File: config.mk
export PLATFORM = sky130hd
export DESIGN_NAME = traffic_light_ctrl
export DESIGN_NICKNAME = d
export VERILOG_FILES = /design/src/rtl/traffic_pkg.sv /design/src/rtl/traffic_light_ctrl_phase_timer.sv /design/src/rtl/traffic_light_ctrl.sv
export SDC_FILE = /design/constraint.sdc
export NUM_CORES = 1
export LEC_CHECK = 0
export CAP_MARGIN = 10
export CORE_MARGIN = 2
export CORE_UTILIZATION = 35
export CTS_CLUSTER_SIZE = 12
export DETAILED_ROUTE_END_ITERATION = 8
export GPL_TIMING_DRIVEN = 0
export HOLD_SLACK_MARGIN = 0.15
export SYNTH_ARGS = -nofsm -noshare
export SYNTH_HDL_FRONTEND = slang
export SYNTH_SLANG_ARGS = --single-unit
export TNS_END_PERCENT = 5
File: constraint.sdc
create_clock -name clk -period 6.4 [get_ports clk]
set_input_delay 1.92 -clock clk [delete_from_list [all_inputs] [get_ports clk]]
set_output_delay 1.92 -clock clk [all_outputs]
set_load 0.005 [all_outputs]
File: src/rtl/traffic_pkg.sv
// Shared types for the traffic-light controller and its downstream sequence catcher.
// The state enum values double as the observable phase encoding.
package traffic_pkg;

    typedef enum logic [2:0] {
        IDLE       = 3'd0,
        RED        = 3'd1,
        RED_YELLOW = 3'd2,
        GREEN      = 3'd3,
        YELLOW     = 3'd4,
        BLINK_ON   = 3'd5,
        BLINK_OFF  = 3'd6
    } state_t;

    typedef struct packed {
        logic red;
        logic yellow;
        logic green;
    } ryg_t;

    function automatic ryg_t lamp_decode(input state_t s);
        ryg_t l;
        l = '0;
        case (s)
            RED:        l.red = 1'b1;
            RED_YELLOW: begin
                l.red    = 1'b1;
                l.yellow = 1'b1;
            end
            GREEN:      l.green  = 1'b1;
            YELLOW:     l.yellow = 1'b1;
            BLINK_ON:   l.yellow = 1'b1;
            default:    l = '0;
        endcase
        return l;
    endfunction

endpackage

File: src/rtl/traffic_light_ctrl_phase_timer.sv
// Down-counting phase timer: loaded with N-1 on state entry, expired when it reaches zero.
// Frozen entirely while en is low.
module phase_timer #(
    parameter int CNT_W = 8
) (
    input  logic             clk,
    input  logic             rst,
    input  logic             en,
    input  logic             load,
    input  logic [CNT_W-1:0] load_val,
    output logic             expired
);

    logic [CNT_W-1:0] cnt_q;
    logic [CNT_W-1:0] cnt_d;

    always_comb begin
        cnt_d = cnt_q;
        if (en) begin
            if (load) begin
                cnt_d = load_val;
            end else if (cnt_q != '0) begin
                cnt_d = cnt_q - 1'b1;
            end
        end
    end

    always_ff @(posedge clk) begin
        if (rst) begin
            cnt_q <= '0;
        end else begin
            cnt_q <= cnt_d;
        end
    end

    assign expired = (cnt_q == '0);

endmodule

File: src/rtl/traffic_light_ctrl.sv
// Moore traffic-light sequencer with a blinking-yellow service mode.
//
//   state      | meaning
//   IDLE       | lamps off, waiting for start (or service)
//   RED        | red, RED_CYCLES enabled cycles
//   RED_YELLOW | red+yellow, RY_CYCLES enabled cycles
//   GREEN      | green, GREEN_CYCLES enabled cycles
//   YELLOW     | yellow, YELLOW_CYCLES enabled cycles
//   BLINK_ON   | service mode, yellow lit for BLINK_CYCLES
//   BLINK_OFF  | service mode, lamps dark for BLINK_CYCLES
module traffic_light_ctrl
    import traffic_pkg::*;
#(
    parameter int RED_CYCLES    = 4,
    parameter int RY_CYCLES     = 1,
    parameter int GREEN_CYCLES  = 3,
    parameter int YELLOW_CYCLES = 2,
    parameter int BLINK_CYCLES  = 1,
    parameter int CNT_W         = 8
) (
    input  logic       clk,
    input  logic       rst,
    input  logic       start,
    input  logic       en,
    input  logic       service,
    output logic       red,
    output logic       yellow,
    output logic       green,
    output logic [2:0] phase
);

    localparam logic [CNT_W-1:0] RED_LD    = CNT_W'(RED_CYCLES - 1);
    localparam logic [CNT_W-1:0] RY_LD     = CNT_W'(RY_CYCLES - 1);
    localparam logic [CNT_W-1:0] GREEN_LD  = CNT_W'(GREEN_CYCLES - 1);
    localparam logic [CNT_W-1:0] YELLOW_LD = CNT_W'(YELLOW_CYCLES - 1);
    localparam logic [CNT_W-1:0] BLINK_LD  = CNT_W'(BLINK_CYCLES - 1);

    state_t           state_q;
    state_t           state_d;
    ryg_t             ryg_q;
    ryg_t             ryg_d;
    logic             load;
    logic [CNT_W-1:0] load_val;
    logic             expired;

    phase_timer #(
        .CNT_W (CNT_W)
    ) u_phase_timer (
        .clk      (clk),
        .rst      (rst),
        .en       (en),
        .load     (load),
        .load_val (load_val),
        .expired  (expired)
    );

    always_comb begin
        state_d  = state_q;
        load     = 1'b0;
        load_val = '0;
        if (en) begin
            if (service && state_q != BLINK_ON && state_q != BLINK_OFF) begin
                state_d  = BLINK_ON;
                load     = 1'b1;
                load_val = BLINK_LD;
            end else begin
                case (state_q)
                    IDLE: begin
                        if (start) begin
                            state_d  = RED;
                            load     = 1'b1;
                            load_val = RED_LD;
                        end
                    end
                    RED: begin
                        if (expired) begin
                            state_d  = RED_YELLOW;
                            load     = 1'b1;
                            load_val = RY_LD;
                        end
                    end
                    RED_YELLOW: begin
                        if (expired) begin
                            state_d  = GREEN;
                            load     = 1'b1;
                            load_val = GREEN_LD;
                        end
                    end
                    GREEN: begin
                        if (expired) begin
                            state_d  = YELLOW;
                            load     = 1'b1;
                            load_val = YELLOW_LD;
                        end
                    end
                    YELLOW: begin
                        if (expired) begin
                            state_d  = RED;
                            load     = 1'b1;
                            load_val = RED_LD;
                        end
                    end
                    BLINK_ON, BLINK_OFF: begin
                        // Leaving service abandons the half-period and restarts a full red.
                        if (!service) begin
                            state_d  = RED;
                            load     = 1'b1;
                            load_val = RED_LD;
                        end else if (expired) begin
                            state_d  = (state_q == BLINK_ON) ? BLINK_OFF : BLINK_ON;
                            load     = 1'b1;
                            load_val = BLINK_LD;
                        end
                    end
                    default: begin
                        state_d  = IDLE;
                        load     = 1'b1;
                        load_val = '0;
                    end
                endcase
            end
        end
    end

    assign ryg_d = lamp_decode(state_d);

    always_ff @(posedge clk) begin
        if (rst) begin
            state_q <= IDLE;
            ryg_q   <= '0;
        end else begin
            state_q <= state_d;
            ryg_q   <= ryg_d;
        end
    end

    assign red    = ryg_q.red;
    assign yellow = ryg_q.yellow;
    assign green  = ryg_q.green;
    assign phase  = state_q;

endmodule

Word-level counts from Yosys, hierarchy flattened
Cells that the tools add are included.

storage, ports and cells
  bits of input ports = 5
  output and inout bits = 6
  bits in registers = 14
  logic and storage cells = 59

operators by class
  equal/unequal tests = 13
  muxes and demuxes = 29
  reduce and logical (&&, ||, !) cells = 11
  add/sub/neg operators = 1

operators by type and width
  operator               number
  $pmux W8 S5            1
  $mux W3                9
  $mux W8                3
  $pmux W3 S6            1
  $eq A3 B3 Y1 const B   5
  $eq A3 B2 Y1 const B   4
  $mux W2                5
  $mux W1                9
  $logic_not A8 Y1       1
  $reduce_bool A8 Y1     1
  $sub A8 B1 Y8 const B  1
  $eq A3 B1 Y1 const B   2
  $ne A3 B3 Y1 const B   2
  $reduce_or A2 Y1       2
  $reduce_or A4 Y1       1
  $logic_not A3 Y1       1
  $pmux W1 S3            1
  $reduce_or A3 Y1       1
  $logic_and A1 B1 Y1    2
  $reduce_and A2 Y1      1
  $reduce_bool A2 Y1     1

Logic depth before layout (Yosys ltp)
Gate-level depths: netlist of run 1.

  word-level depth = 10
  depth in mapped cells = 9
  gate-level depth less buffers = 8

Modules after synthesis
From an unflattened synthesis of run 1, not the netlist that was laid out.

second synthesis, totals
  cells, all modules = 139
  area, all modules = 1038.5 sq um

modules (own cells, without submodules)
  module              area an instance (sq um)  times used  sequential area each (sq um)  cells each
  phase_timer         531.8                     1           160.2                         73
  traffic_light_ctrl  506.7                     1           120.1                         66

Worst setup path after synthesis of run 1
OpenSTA, ideal clock, no wires.

  path kind = input -> register
  start point = input port service
  end point = register ryg_q (netlist bit yellow)
  required time = 6.333 ns
  setup time = 0.067 ns
  stages on the path = 8
  buffers on the path = 2
  path slack = 2.827 ns
  arrival = 3.506 ns
  cells stage by stage = clkbuf_1 -> nand2_1 -> nor2b_1 -> or4_1 -> and3_1 -> buf_6 -> or3b_1 -> a21oi_2

between the ends
  longest elaborated chain between the ends = 7
  elaborated cells on any way between the ends = 11
  those cells by class = eq/ne (3); mux (5); reduce/logical (3)

RTL lines
  element                                             line                                                 RTL
  from (decl)                                         traffic_light_ctrl.sv:25                             input logic service,
  $mux W3 or $logic_and A1 B1 Y1 (tied branches)      traffic_light_ctrl.sv:105, traffic_light_ctrl.sv:62
  $pmux W3 S6 or $logic_and A1 B1 Y1 (tied branches)  traffic_light_ctrl.sv:67, traffic_light_ctrl.sv:62
  $mux W3 (*)                                         traffic_light_ctrl.sv:62                             if (service && state_q != BLINK_ON && state_q != BLINK_OFF) begin
  $mux W3 (*)                                         traffic_light_ctrl.sv:61                             if (en) begin
  $eq A3 B2 Y1 or $eq A3 B3 Y1 (tied branches)        traffic_pkg.sv:24                                    case (s)
  $reduce_or A3 Y1 (no source line) (*)               n/a
  $mux W1 (*)                                         traffic_pkg.sv:24
  to (signal assigned)                                traffic_light_ctrl.sv:133                            ryg_q <= ryg_d;
  to (decl)                                           traffic_light_ctrl.sv:40                             ryg_t ryg_q;

Mark *: on every way between the ends. The rest lies on a longest branch, timed or not.
A chain may end at the register's enable or synchronous reset.

Worst setup path in the final report of run 1
  start point = input port start
  end point = register u_phase_timer.cnt_q[5]

between the ends
  longest elaborated chain between the ends = 6
  elaborated cells on any way between the ends = 7
  those cells by class = mux (5); reduce/logical (2)

RTL lines
  element                              line                                  RTL
  from (decl)                          traffic_light_ctrl.sv:23              input logic start,
  $mux W1 (*)                          traffic_light_ctrl.sv:69              if (start) begin
  $pmux W1 S3 (*)                      traffic_light_ctrl.sv:67              case (state_q)
  $mux W1 (*)                          traffic_light_ctrl.sv:62
  $mux W1 (*)                          traffic_light_ctrl.sv:61
  $reduce_bool A2 Y1 (no source line)  n/a
  $reduce_and A2 Y1 (no source line)   n/a
  to (signal assigned)                 traffic_light_ctrl_phase_timer.sv:32  cnt_q <= cnt_d;
  to (decl)                            traffic_light_ctrl_phase_timer.sv:14  logic [CNT_W-1:0] cnt_q;

Marked as above.

==> impl_metrics.ini, run 1 <==
[placed_design]
place_congestion = 0.916
hpwl_mm = 1.55
dp_slack_ps = 2600
io_buffers = 7

[routing]
via_count = 887
first_pass_iters = 4
ant_nets = 0
post_drt_wl_per_cell_um = 12.8
via_per_inst = 5.54
drt_wl_total_mm = 2.05
drc_errors = 0
drt_iter0_markers = 25

[floorplanning]
dieArea_um2 = 3050
die_w_um = 55.2
coreArea_um2 = 2480
num_rows = 18
die_h_um = 55.2
initial_utilization = 0.370
num_io_pins = 11

[cts]
cts-resized-gates = 0
root_buffer = clkbuf_4
holdBufCountCts = 0
clk_pin_slew_ps = 90
cts_setup_buffers = 0
clock_latency_ps = 290
h-tree-depth = 1
cts_sinks = 14
cts_max_path_buffers = 2
numCtsBuffers = 3
cts_tree = yes

[layout]
syn_to_final_growth_pct = 15.7
regArea_um2 = 280
multi_input_area_um2 = 578
fin_util = 0.428
drive_gt1_frac = 0.0923
layout.nets = 138
n_antenna_cell = 0
fill_cells = 279

[worst_setup_path]
max_stage_delay_ps = 550
crit_path_top_delay_cell = clkdlybuf4s50_1
cp_top_family = buffers and inverters
crit_buf_inv = 1
path_cells = clkdlybuf4s50_1, nor2_1, a41oi_1, nand2_1, nor3_1, xnor2_1, nor2_1
crit_fanout = 7
crit_type = in2reg
start_kind = input port
critPathMostFrequentCell = nor2_1
required_ps = 6580
worstPathArrival_ps = 3690
cp-end-kind = flop

[synth]
syn_area_um2 = 917
yosysWarnings = 0
synthArstFlopShare = 0
synthCells = 119
yosysUniqueCellTypes = 39
syn_area_per_cell_um2 = 7.71
synth_top_area_share = 0.306
yosysTopAreaCell = dfxtp_1
synth-seq-cells = 14
synth_seq_area_share = 0.306
synth_edf_count = 0
synthTopCellsByArea = dfxtp_1, nor2_1, xor2_1
synthesis.nets = 126
synth_ff_type = dfxtp_1

[sta]
post-route-period-util = 0.548
tns_ps = 0
setup_viol = 0
hold_viol = 0
slew_headroom = 0.611
worst_slew_pin_slew_ps = 576
fmax_mhz = 285
slew_viol_final = 0
rsz0062_at_grt = no
finalCriticalPeriod_ps = 3510
fin_skew_ps = 7.04
setup_ws_ps = 2890

[global_routing]
grt_pass1_wl_mm = 3.42
grt_max_degree = 11
globalRouteOverflowTotal = 0
grt_pass1_vias = 757
grt_usage = 0.158
antenna_found_initial = 0

[pwr]
ir_worst_vdd_mv = 0.199
power.density_nw_per_um2 = 302
power.total_w = 0.000320
leakage_nw = 0.393

[min_path]
hp-class = reg2reg

[flow_run]
drv_cap = 0

[outcome]
outcome = finished, final reports clean
## layout by cell type, fill, tap and decap left out, types with 2 or more instances in the layout
cell type,instances
xor2_1,5
nor4_1,2
nor3_1,6
nand2b_1,2
nand3_1,3
a21oi_1,6
a41oi_1,2
a32oi_1,2
dfxtp_1,14
and3_1,3
nor2_1,18
clkbuf_1,6
clkdlybuf4s50_1,7
xnor2_1,3
nand4b_1,2
nor2b_1,3
inv_1,4
nand2_1,9
o211ai_1,3
ha_1,2
o21ai_0,5
clkbuf_4,3
## through the flow
step	instances	hold WS [ps]	cell area, um^2
2_1_floorplan	119	491	917
3_3_place_gp	156	514	1020
3_5_place_dp	156	514	1020
4_1_cts	160	525	1060
5_1_grt	160	548	1060
6_report	160	517	1060
## area by class of cell
type,instances,share of cell area
plain buffers,9,0.0413
clock buffers,4,0.0342
inverters,4,0.0142
multi-input cells,92,0.545
flip-flops and latches,14,0.264
well taps,30,0.0354
repair buffers,7,0.0660
## where the power goes
part	switching, W	leakage, nW	internal (W)
Combinational	0.0000772	0.257	0.0000641
Sequential	0.0000141	0.115	0.000101
Clock	0.0000293	0.0210	0.0000347
## synth_stat cells (2+ instances only)
cell / instances
nor2_1: 18
dfxtp_1: 14
nand2_1: 9
a21oi_1: 6
clkbuf_1: 6
nor3_1: 6
o21ai_0: 5
xor2_1: 5
inv_1: 4
and3_1: 3
nand3_1: 3
nor2b_1: 3
o211ai_1: 3
xnor2_1: 3
a32oi_1: 2
a41oi_1: 2
ha_1: 2
nand2b_1: 2
nand4b_1: 2
nor4_1: 2
## per-layer routing
metal  track usage  part of all wire  vias up
met1         0.201              0.43      407
met4        0.0488            0.0083        0
li1              -                 -      445
met3        0.0457             0.061        3
met2         0.256              0.50       32
met5             0                 0        -
## registers in the layout, summed over array words and instances (netlist names)
register	count
yellow	1
red	1
green	1
u_phase_timer.cnt_q	8
phase	3
## final timing paths
kind	slack, ps	from	endpoint	depth (start not counted)
worst max-delay path	2890	start	u_phase_timer.cnt_q[5]$_SDFFE_PP0P_	7
worst min-delay path	520	u_phase_timer.cnt_q[1]$_SDFFE_PP0P_	u_phase_timer.cnt_q[1]$_SDFFE_PP0P_	2
worst max register to register	3970	u_phase_timer.cnt_q[0]$_SDFFE_PP0P_	yellow$_SDFF_PP0_	9
worst min register to register	520	u_phase_timer.cnt_q[1]$_SDFFE_PP0P_	u_phase_timer.cnt_q[1]$_SDFFE_PP0P_	2
## worst reg2reg max path, delay by kind of cell, from the launching register on
family	cells	cell delay, ps
adders and majority gates	1	150
and+or+nand+nor	5	1510
DFF	1	340
AOI/OAI and AO/OA	1	120
buffers and inverters	2	240
## cell families after synthesis
logic type / share of synthesized area
buf+inv: 0.0641
compound gates: 0.183
fa+ha+maj: 0.0273
mux: 0.0109
flops: 0.306
simple gates: 0.333
xor+xnor: 0.0764
No activity file was read; power rests on OpenSTA's default activity.
==> run 2, diff against run 1 <==
clock period = 3.64 ns   (was 6.4 ns; I/O delays follow)
==> results of run 2 <==
The final DEF is identical to that of run 1. Status: finished, final reports clean.
Main changes from that run: setup slack after placement 2600 ps -> 668 ps; setup slack after layout 2890 ps -> 963 ps; register-to-register setup slack 3970 ps -> 1210 ps; total power 0.000320 W -> 0.000563 W; worst IR drop on VDD 0.199 mV -> 0.350 mV
==> run 3, diff against run 2 <==
clock period = 2.3 ns   (was 3.64 ns; I/O delays follow)
==> impl_metrics.ini, run 3 (synthesis gave the netlist of run 1 again) <==
[layout]
layout.nets = 141
mostFrequentLayoutCell = nor2_1
regArea_um2 = 282
syn_to_final_growth_pct = 20.9
multi_input_area_um2 = 601
regMostFlops = u_phase_timer.cnt_q
finalNonFillerCells = 163
largest_reg_flops = 8
final_cell_mix = nor2_1, dfxtp_1, nand2_1
fill_cells = 261
n_antenna_cell = 0
drive_gt1_frac = 0.158

[outcome]
outcome = finished, final reports clean

[pwr]
power.total_w = 0.000958
power.density_nw_per_um2 = 864
ir_worst_vdd_mv = 0.629
leakage_nw = 0.417

[routing]
drt_iter0_markers = 6
via_per_inst = 5.55
post_drt_wl_per_cell_um = 13.5
first_pass_iters = 4
drt_wl_total_mm = 2.20
ant_nets = 0
drc_errors = 0
via_count = 904

[cts]
clock_latency_ps = 280
cts_max_path_buffers = 2
root_buffer = clkbuf_4
numCtsBuffers = 3
cts_sinks = 14
cts_tree = yes
clk_pin_slew_ps = 80
h-tree-depth = 1
holdBufCountCts = 0

[global_routing]
globalRouteOverflowTotal = 0
grt_max_degree = 11
grt_pass1_wl_mm = 3.78
antenna_found_initial = 0
grt_pass1_vias = 833
grt_usage = 0.176

[sta]
fin_skew_ps = 2.31
post-route-period-util = 0.972
worst_slew_pin_slew_ps = 422
hold_viol = 0
setup_viol = 0
rsz0062_at_grt = yes
tns_ps = 0
fmax_mhz = 447
slew_viol_final = 0
finalCriticalPeriod_ps = 2230
slew_headroom = 0.719
setup_ws_ps = 65.1

[placed_design]
place_congestion = 0.779
dp.cells = 156
io_buffers = 7
hpwl_mm = 1.57
dp_slack_ps = -269

[floorplanning]
initial_utilization = 0.370
coreArea_um2 = 2480
die_w_um = 55.2
num_io_pins = 11
dieArea_um2 = 3050
num_rows = 18
die_h_um = 55.2

[worst_setup_path]
crit_buf_inv = 2
required_ps = 2520
regToRegSetupSlack_ps = 70
crit_fanout = 5
start_kind = flop
crit_path_top_delay_cell = or4_4
cp_top_family = simple AND/OR/NAND/NOR gates
r2r-end = yellow$_SDFF_PP0_
path_cells = inv_2, ha_1, nor3b_4, nand2_2, or4_4, and3_4, buf_6, or3b_1, a21oi_2
crit_type = reg2reg
max_stage_delay_ps = 510
cp-end-kind = flop
timing.rr.start = u_phase_timer.cnt_q[0]$_SDFFE_PP0P_
r2r_cells = 9
worstPathArrival_ps = 2460

[flow_run]
drv_cap = 0

[min_path]
hp-class = reg2reg
holdCritStartpoint = u_phase_timer.cnt_q[1]$_SDFFE_PP0P_
min_path_cells = 2
hold-path-endpoint = u_phase_timer.cnt_q[1]$_SDFFE_PP0P_
run 3: metrics by stage:
stage | area, um^2 | utilization | hold slack, ps
global route | 1110 | 0.447 | 576
finish | 1110 | 0.447 | 534
CTS | 1090 | 0.440 | 543
detailed placement | 1030 | 0.414 | 531
floorplan | 918 | - | 491
global placement | 1030 | 0.414 | 510
run 3: layout make-up:
cell class | instances | area share
Multi-Input combinational cell | 92 | 0.542
Sequential cell | 14 | 0.254
Timing Repair Buffer | 10 | 0.0835
Inverter | 4 | 0.0135
Buffer | 9 | 0.0406
Tap cell | 30 | 0.0339
Clock buffer | 4 | 0.0327
run 3: what timing repair did:
action | CTS | global route
buffers inserted | 3 | 0
gates resized for setup | 1 | 5
setup endpoints to repair | 1 | 3
pin swaps | 1 | 0
run 3: worst register-to-register path: cells and delay by family, from the launching register on:
| family | cells | cell delay [ps] |
|---|---|---|
| AOI/OAI and AO/OA | 1 | 130 |
| and+or+nand+nor | 5 | 1360 |
| adders and majority gates | 1 | 160 |
| DFF | 1 | 340 |
| buffers and inverters | 2 | 190 |
run 3: worst max-delay path by stage:
stage                                              startpoint                                   to  slack [ps]  cells after the start
after floorplan                                       service                    yellow$_SDFF_PP0_          60                      8
after global placement                                  start  u_phase_timer.cnt_q[5]$_SDFFE_PP0P_        -250                      7
after detailed placement                                start  u_phase_timer.cnt_q[5]$_SDFFE_PP0P_        -270                      7
after CTS                 u_phase_timer.cnt_q[0]$_SDFFE_PP0P_                    yellow$_SDFF_PP0_          10                      9
after global routing      u_phase_timer.cnt_q[0]$_SDFFE_PP0P_                    yellow$_SDFF_PP0_         -40                      9
final                     u_phase_timer.cnt_q[0]$_SDFFE_PP0P_                    yellow$_SDFF_PP0_          70                      9
run 3: per-layer routing:
| metal | part of all wire | global-route usage | vias up |
|---|---|---|---|
| met5 | 0 | 0 | - |
| met4 | 0.013 | 0.0488 | 0 |
| met3 | 0.059 | 0.0511 | 5 |
| met2 | 0.47 | 0.282 | 30 |
| met1 | 0.45 | 0.229 | 423 |
| li1 | - | - | 446 |
run 3: where the power goes:
group | switching (W) | total, W | internal (W)
combinational | 0.000237 | 0.000456 | 0.000219
sequential | 0.0000419 | 0.000323 | 0.000281
clock | 0.0000829 | 0.000179 | 0.0000965
total | 0.000362 | 0.000958 | 0.000597
